===== src/rtl/jam_cost_table.sv =====
// ---------------------------------------------------------------------------
// jam_cost_table
// Responder side of the job-assignment worker/job/cost query interface.
// Holds an N x N worker-by-job cost matrix that a host loads serially
// (row-major: worker-major, job-minor). The assignment engine then queries
// (W, J) and receives Cost in the same cycle. The engine's final
// (MinCost, MatchCount) result is captured on its Valid strobe.
//
// Ports:
//   CLK, RST      clock (rising edge), asynchronous active-low reset
//   ld_valid      loader offers ld_data
//   ld_ready      table accepts a load word (high only while loading)
//   ld_data       cost entry to store
//   clear         synchronous restart to the load phase
//   W, J          queried worker / job
//   Cost          cost of (W, J), combinational, zero while loading
//   Valid         engine result strobe
//   MinCost       engine minimum total
//   MatchCount    engine match count
//   table_ready   table fully loaded, queries valid (registered)
//   res_valid     result captured (registered)
//   res_min       captured MinCost (registered)
//   res_match     captured MatchCount (registered)
//   serve_cycles  cycles spent serving, saturating at 16'hFFFF (registered)
// ---------------------------------------------------------------------------
module jam_cost_table #(
  parameter int N      = 8,
  parameter int IDX_W  = 3,
  parameter int COST_W = 7
) (
  input  logic              CLK,
  input  logic              RST,
  input  logic              ld_valid,
  output logic              ld_ready,
  input  logic [COST_W-1:0] ld_data,
  input  logic              clear,
  input  logic [IDX_W-1:0]  W,
  input  logic [IDX_W-1:0]  J,
  output logic [COST_W-1:0] Cost,
  input  logic              Valid,
  input  logic [9:0]        MinCost,
  input  logic [3:0]        MatchCount,
  output logic              table_ready,
  output logic              res_valid,
  output logic [9:0]        res_min,
  output logic [3:0]        res_match,
  output logic [15:0]       serve_cycles
);

  localparam int DEPTH = N * N;
  localparam int PTR_W = 2 * IDX_W;

  typedef enum logic [1:0] {
    ST_LOAD  = 2'd0,
    ST_SERVE = 2'd1,
    ST_DONE  = 2'd2
  } state_t;

  state_t            state_r;
  logic [PTR_W-1:0]  ptr_r;
  logic [COST_W-1:0] table_r [DEPTH];
  logic [PTR_W-1:0]  addr_s;
  logic              ptr_last_s;

  assign addr_s     = {W, J};
  assign ptr_last_s = (ptr_r == {PTR_W{1'b1}});

  // Load handshake and query port: both decoded directly from state so the
  // engine sees Cost in the same cycle it drives W/J.
  always_comb begin
    ld_ready = 1'b0;
    Cost     = {COST_W{1'b0}};
    if (state_r == ST_LOAD) begin
      ld_ready = 1'b1;
      Cost     = {COST_W{1'b0}};
    end else begin
      ld_ready = 1'b0;
      Cost     = table_r[addr_s];
    end
  end

  // Phase control, table storage, result capture and serve-cycle counter.
  always_ff @(posedge CLK or negedge RST) begin
    if (!RST) begin
      state_r      <= ST_LOAD;
      ptr_r        <= {PTR_W{1'b0}};
      table_ready  <= 1'b0;
      res_valid    <= 1'b0;
      res_min      <= 10'd0;
      res_match    <= 4'd0;
      serve_cycles <= 16'd0;
      for (int i = 0; i < DEPTH; i++) begin
        table_r[i] <= {COST_W{1'b0}};
      end
    end else if (clear) begin
      // Restart loading; old table contents and the last result values
      // stay visible until overwritten.
      state_r      <= ST_LOAD;
      ptr_r        <= {PTR_W{1'b0}};
      table_ready  <= 1'b0;
      res_valid    <= 1'b0;
      serve_cycles <= 16'd0;
    end else begin
      case (state_r)
        ST_LOAD: begin
          // Valid is deliberately ignored here, even on the final accept.
          if (ld_valid) begin
            table_r[ptr_r] <= ld_data;
            ptr_r          <= ptr_r + PTR_W'(1);
            if (ptr_last_s) begin
              state_r     <= ST_SERVE;
              table_ready <= 1'b1;
            end else begin
              state_r     <= ST_LOAD;
            end
          end else begin
            state_r <= ST_LOAD;
          end
        end
        ST_SERVE: begin
          if (serve_cycles != 16'hFFFF) begin
            serve_cycles <= serve_cycles + 16'd1;
          end else begin
            serve_cycles <= serve_cycles;
          end
          if (Valid) begin
            res_min   <= MinCost;
            res_match <= MatchCount;
            res_valid <= 1'b1;
            state_r   <= ST_DONE;
          end else begin
            state_r   <= ST_SERVE;
          end
        end
        ST_DONE: begin
          state_r <= ST_DONE;
        end
        default: begin
          state_r     <= ST_LOAD;
          ptr_r       <= {PTR_W{1'b0}};
          table_ready <= 1'b0;
        end
      endcase
    end
  end

endmodule


===== config.mk =====
export PLATFORM = sky130hd
export DESIGN_NAME = jam_cost_table
export DESIGN_NICKNAME = d
export VERILOG_FILES = /design/src/rtl/jam_cost_table.sv
export SDC_FILE = /design/constraint.sdc
export NUM_CORES = 1
export LEC_CHECK = 0
export ABC_CLOCK_PERIOD_IN_PS = 4500
export CAP_MARGIN = 20
export CORE_MARGIN = 2
export CORE_UTILIZATION = 45
export CTS_CLUSTER_DIAMETER = 60
export DETAILED_ROUTE_END_ITERATION = 12
export PLACE_DENSITY = 0.68
export SLEW_MARGIN = 20
export SYNTH_ARGS = -nofsm -noshare
export SYNTH_HDL_FRONTEND = slang
export SYNTH_SLANG_ARGS = --single-unit
export TNS_END_PERCENT = 5

===== constraint.sdc =====
create_clock -name CLK -period 4.5 [get_ports CLK]
set_input_delay 0.9 -clock CLK [delete_from_list [all_inputs] [get_ports CLK]]
set_output_delay 0.9 -clock CLK [all_outputs]
set_load 0.05 [all_outputs]

==> metrics.yaml <==
fin_crit_ns: 4.33
finalHoldViolCount: 0
antenna_found_initial: 1
grt_max_degree: 104
die-area_um2: 52700
rrSetupSlack_ns: 1.46
synth.avg_cell_area_um2: 14.9
outcome: "completed"
final_common_cell: "dfrtp_1"
vias: 13500
rows: 82
io_buffers: 71
setup_viol: 0
clk_transition_reported_paths_ns: 0.06
fmax_ghz: 0.231
yosysWarningCount: 0
place_hpwl_um: 36400
synth_seq_cells: 488
p_total_uw: 9450
r2r_start: "state_r[1]$_DFF_PN0_"
ys.flop_type: "dfrtp_1"
end_kind: "output pin"
place_inst: 2211
crit_type: "in -> out"
postSynthCellCount: 1533
antenna-diode-count: 0
grt_pass1_vias: 14400
grt-ovfl-total: 0
cts_inserted_buffers: 53
dr.first_iter.drc_count: 931
tightest_slew_ns: 0.911
design.core.area_um2: 50200
cts_tree: "done"
placed_area_um2: 24400
netlist_area_um2: 22900
peakVddDrop_mv: 0.310
synth_cell_type_count: 63
hold_class: "in -> async"
cp_data_arrival_time_ns: 3.43
final_net_count: 1631
die_h_um: 230
cts_root_buf: "clkbuf_16"
post_drt_wl_per_cell_um: 24.2
synth_edf_count: 0
first_pass_iters: 8
r2r_end: "table_r[198]$_DFFE_PN0P_"
drc: 0
fillers: 4111
async_reset_ff_share_pct: 100
maxCapViolCount: 0
die_x_um: 230
path_max_fanout: 35
reg2reg_depth: 9
cts_htree_levels: 2
syn_nets: 1570
layout_common_cells: "dfrtp_1 (488), mux2_2 (475), mux4_2 (97)"
postCtsSetupBuffers: 0
antenna_left: 0
max_slew_margin_pct: 39.1
skew_ns: 0.0151
cts_resized: 0
p_leak_uw: 0.0124
cts_sinks: 488
drive_gt1_share_pct: 49.5
gp_congestion: 0.925
startpoint_type: "input port"
via_per_inst: 5.86
routed_wl_um: 55800
rsz0062_at_grt: "false"
cts_buffer_depth: 3
final_area_um2: 26200
initial_utilization_pct: 45.6
clk-insertion-delay-late_ns: 0.60
setup_tns_ns: 0
p_per_area_nw_per_um2: 361
hold_ws_ns: 0.247
cts_hold_buf: 0
drv_slew: 0
area_growth_syn_to_layout_pct: 14.4
grt_pass1_wl_um: 87600
io_pins: 72
grt.total_usage_pct: 21.7
fin_cells: 2307
ys_seq_area_share_pct: 53.3
min_period_over_period_pct: 96.2
required_ns: 3.60
==> cells by family (layout without fill, tap and decap cells) <==
group,count (synthesis),count (layout),share of synthesized area [%]
AO/OA/AOI/OAI,86,86,2.67
XOR/XNOR,15,15,0.574
adder cells (fa/ha/maj),5,5,0.273
buffers and inverters,123,225,2.87
flip-flops,488,488,53.3
multiplexers,615,615,35.3
AND/OR/NAND/NOR,201,201,4.97
==> final cells by class <==
type	instances	area (um^2)	area share [%]
repair buffers	121	1280	4.88
inverters	8	30.0	0.115
well taps	672	841	3.21
clock inverters	21	201	0.769
multi-input cells	922	10000	38.3
clock buffers	75	1590	6.08
flip-flops and latches	488	12200	46.6
==> registers in the layout, indices dropped and copies added (netlist names) <==
register      flops
ptr_r             6
res_match         4
res_min          10
res_valid         1
serve_cycles     16
state_r           2
table_r         448
table_ready       1
==> cells in the mapped netlist, types with 4 or more instances <==
library cell / n / area (um^2)
nand3_1: 9 / 45.0
nand2_2: 33 / 206
o2111ai_1: 6 / 52.6
mux2i_1: 32 / 320
dfrtp_1: 488 / 12200
o22ai_1: 11 / 68.8
inv_1: 8 / 30.0
buf_6: 15 / 169
and3_1: 7 / 43.8
or2_2: 4 / 25.0
nand3b_1: 5 / 37.5
nand2_1: 28 / 105
xor2_1: 7 / 61.3
buf_1: 9 / 33.8
mux2_2: 475 / 5350
xnor2_1: 8 / 70.1
mux4_1: 7 / 184
mux2_1: 4 / 45.0
nor3_1: 8 / 40.0
a221oi_1: 11 / 96.3
nor2b_1: 6 / 37.5
buf_4: 11 / 82.6
nor2_2: 32 / 200
buf_2: 14 / 70.1
a21oi_1: 13 / 65.1
nor2_1: 34 / 128
ha_1: 5 / 62.6
clkbuf_1: 63 / 236
mux4_2: 97 / 2180
nand2b_1: 6 / 37.5
o21ai_0: 12 / 60.1
a211oi_1: 8 / 60.1
o221ai_1: 5 / 43.8
==> metal layers <==
metal / vias up / GRT usage [%] / part of all wire (%)
li1: 5790 / - / -
met1: 7257 / 29.9 / 44
met2: 375 / 34.1 / 47
met3: 92 / 5.07 / 6.5
met4: 2 / 6.74 / 2.5
met5: - / 0 / 0.023
==> power by group <==
| group | internal (uW) | total [uW] | leakage (uW) | switching (uW) |
|---|---|---|---|---|
| Clock | 2630 | 4430 | 0.000885 | 1800 |
| Sequential | 4460 | 4490 | 0.00678 | 36.1 |
| Combinational | 206 | 527 | 0.00477 | 321 |
==> worst max-delay path by stage <==
stage              end  slack [ns]  startpoint
6_report       Cost[2]        0.17        J[0]
5_1_grt        Cost[2]        0.03        J[0]
4_1_cts        Cost[2]        0.27        J[0]
3_5_place_dp   Cost[2]        0.26        J[0]
3_3_place_gp   Cost[2]        0.28        J[0]
2_1_floorplan  Cost[2]        0.30        J[0]
==> worst max-delay path: stages <==
cell      delay [ns]
buf_6           0.44
nor2b_1         0.32
a221oi_1        0.41
o21ai_0         0.12
and3_1          0.20
o32ai_1         0.78
buf_12          0.22
==> per-stage QoR <==
stage,setup slack (ns),util (%)
floorplan,0.303,-
global placement,0.280,48.6
detailed placement,0.263,48.6
CTS,0.266,52.2
global route,0.0268,52.2
finish,0.172,52.2
(Power assumes the default switching activity.)
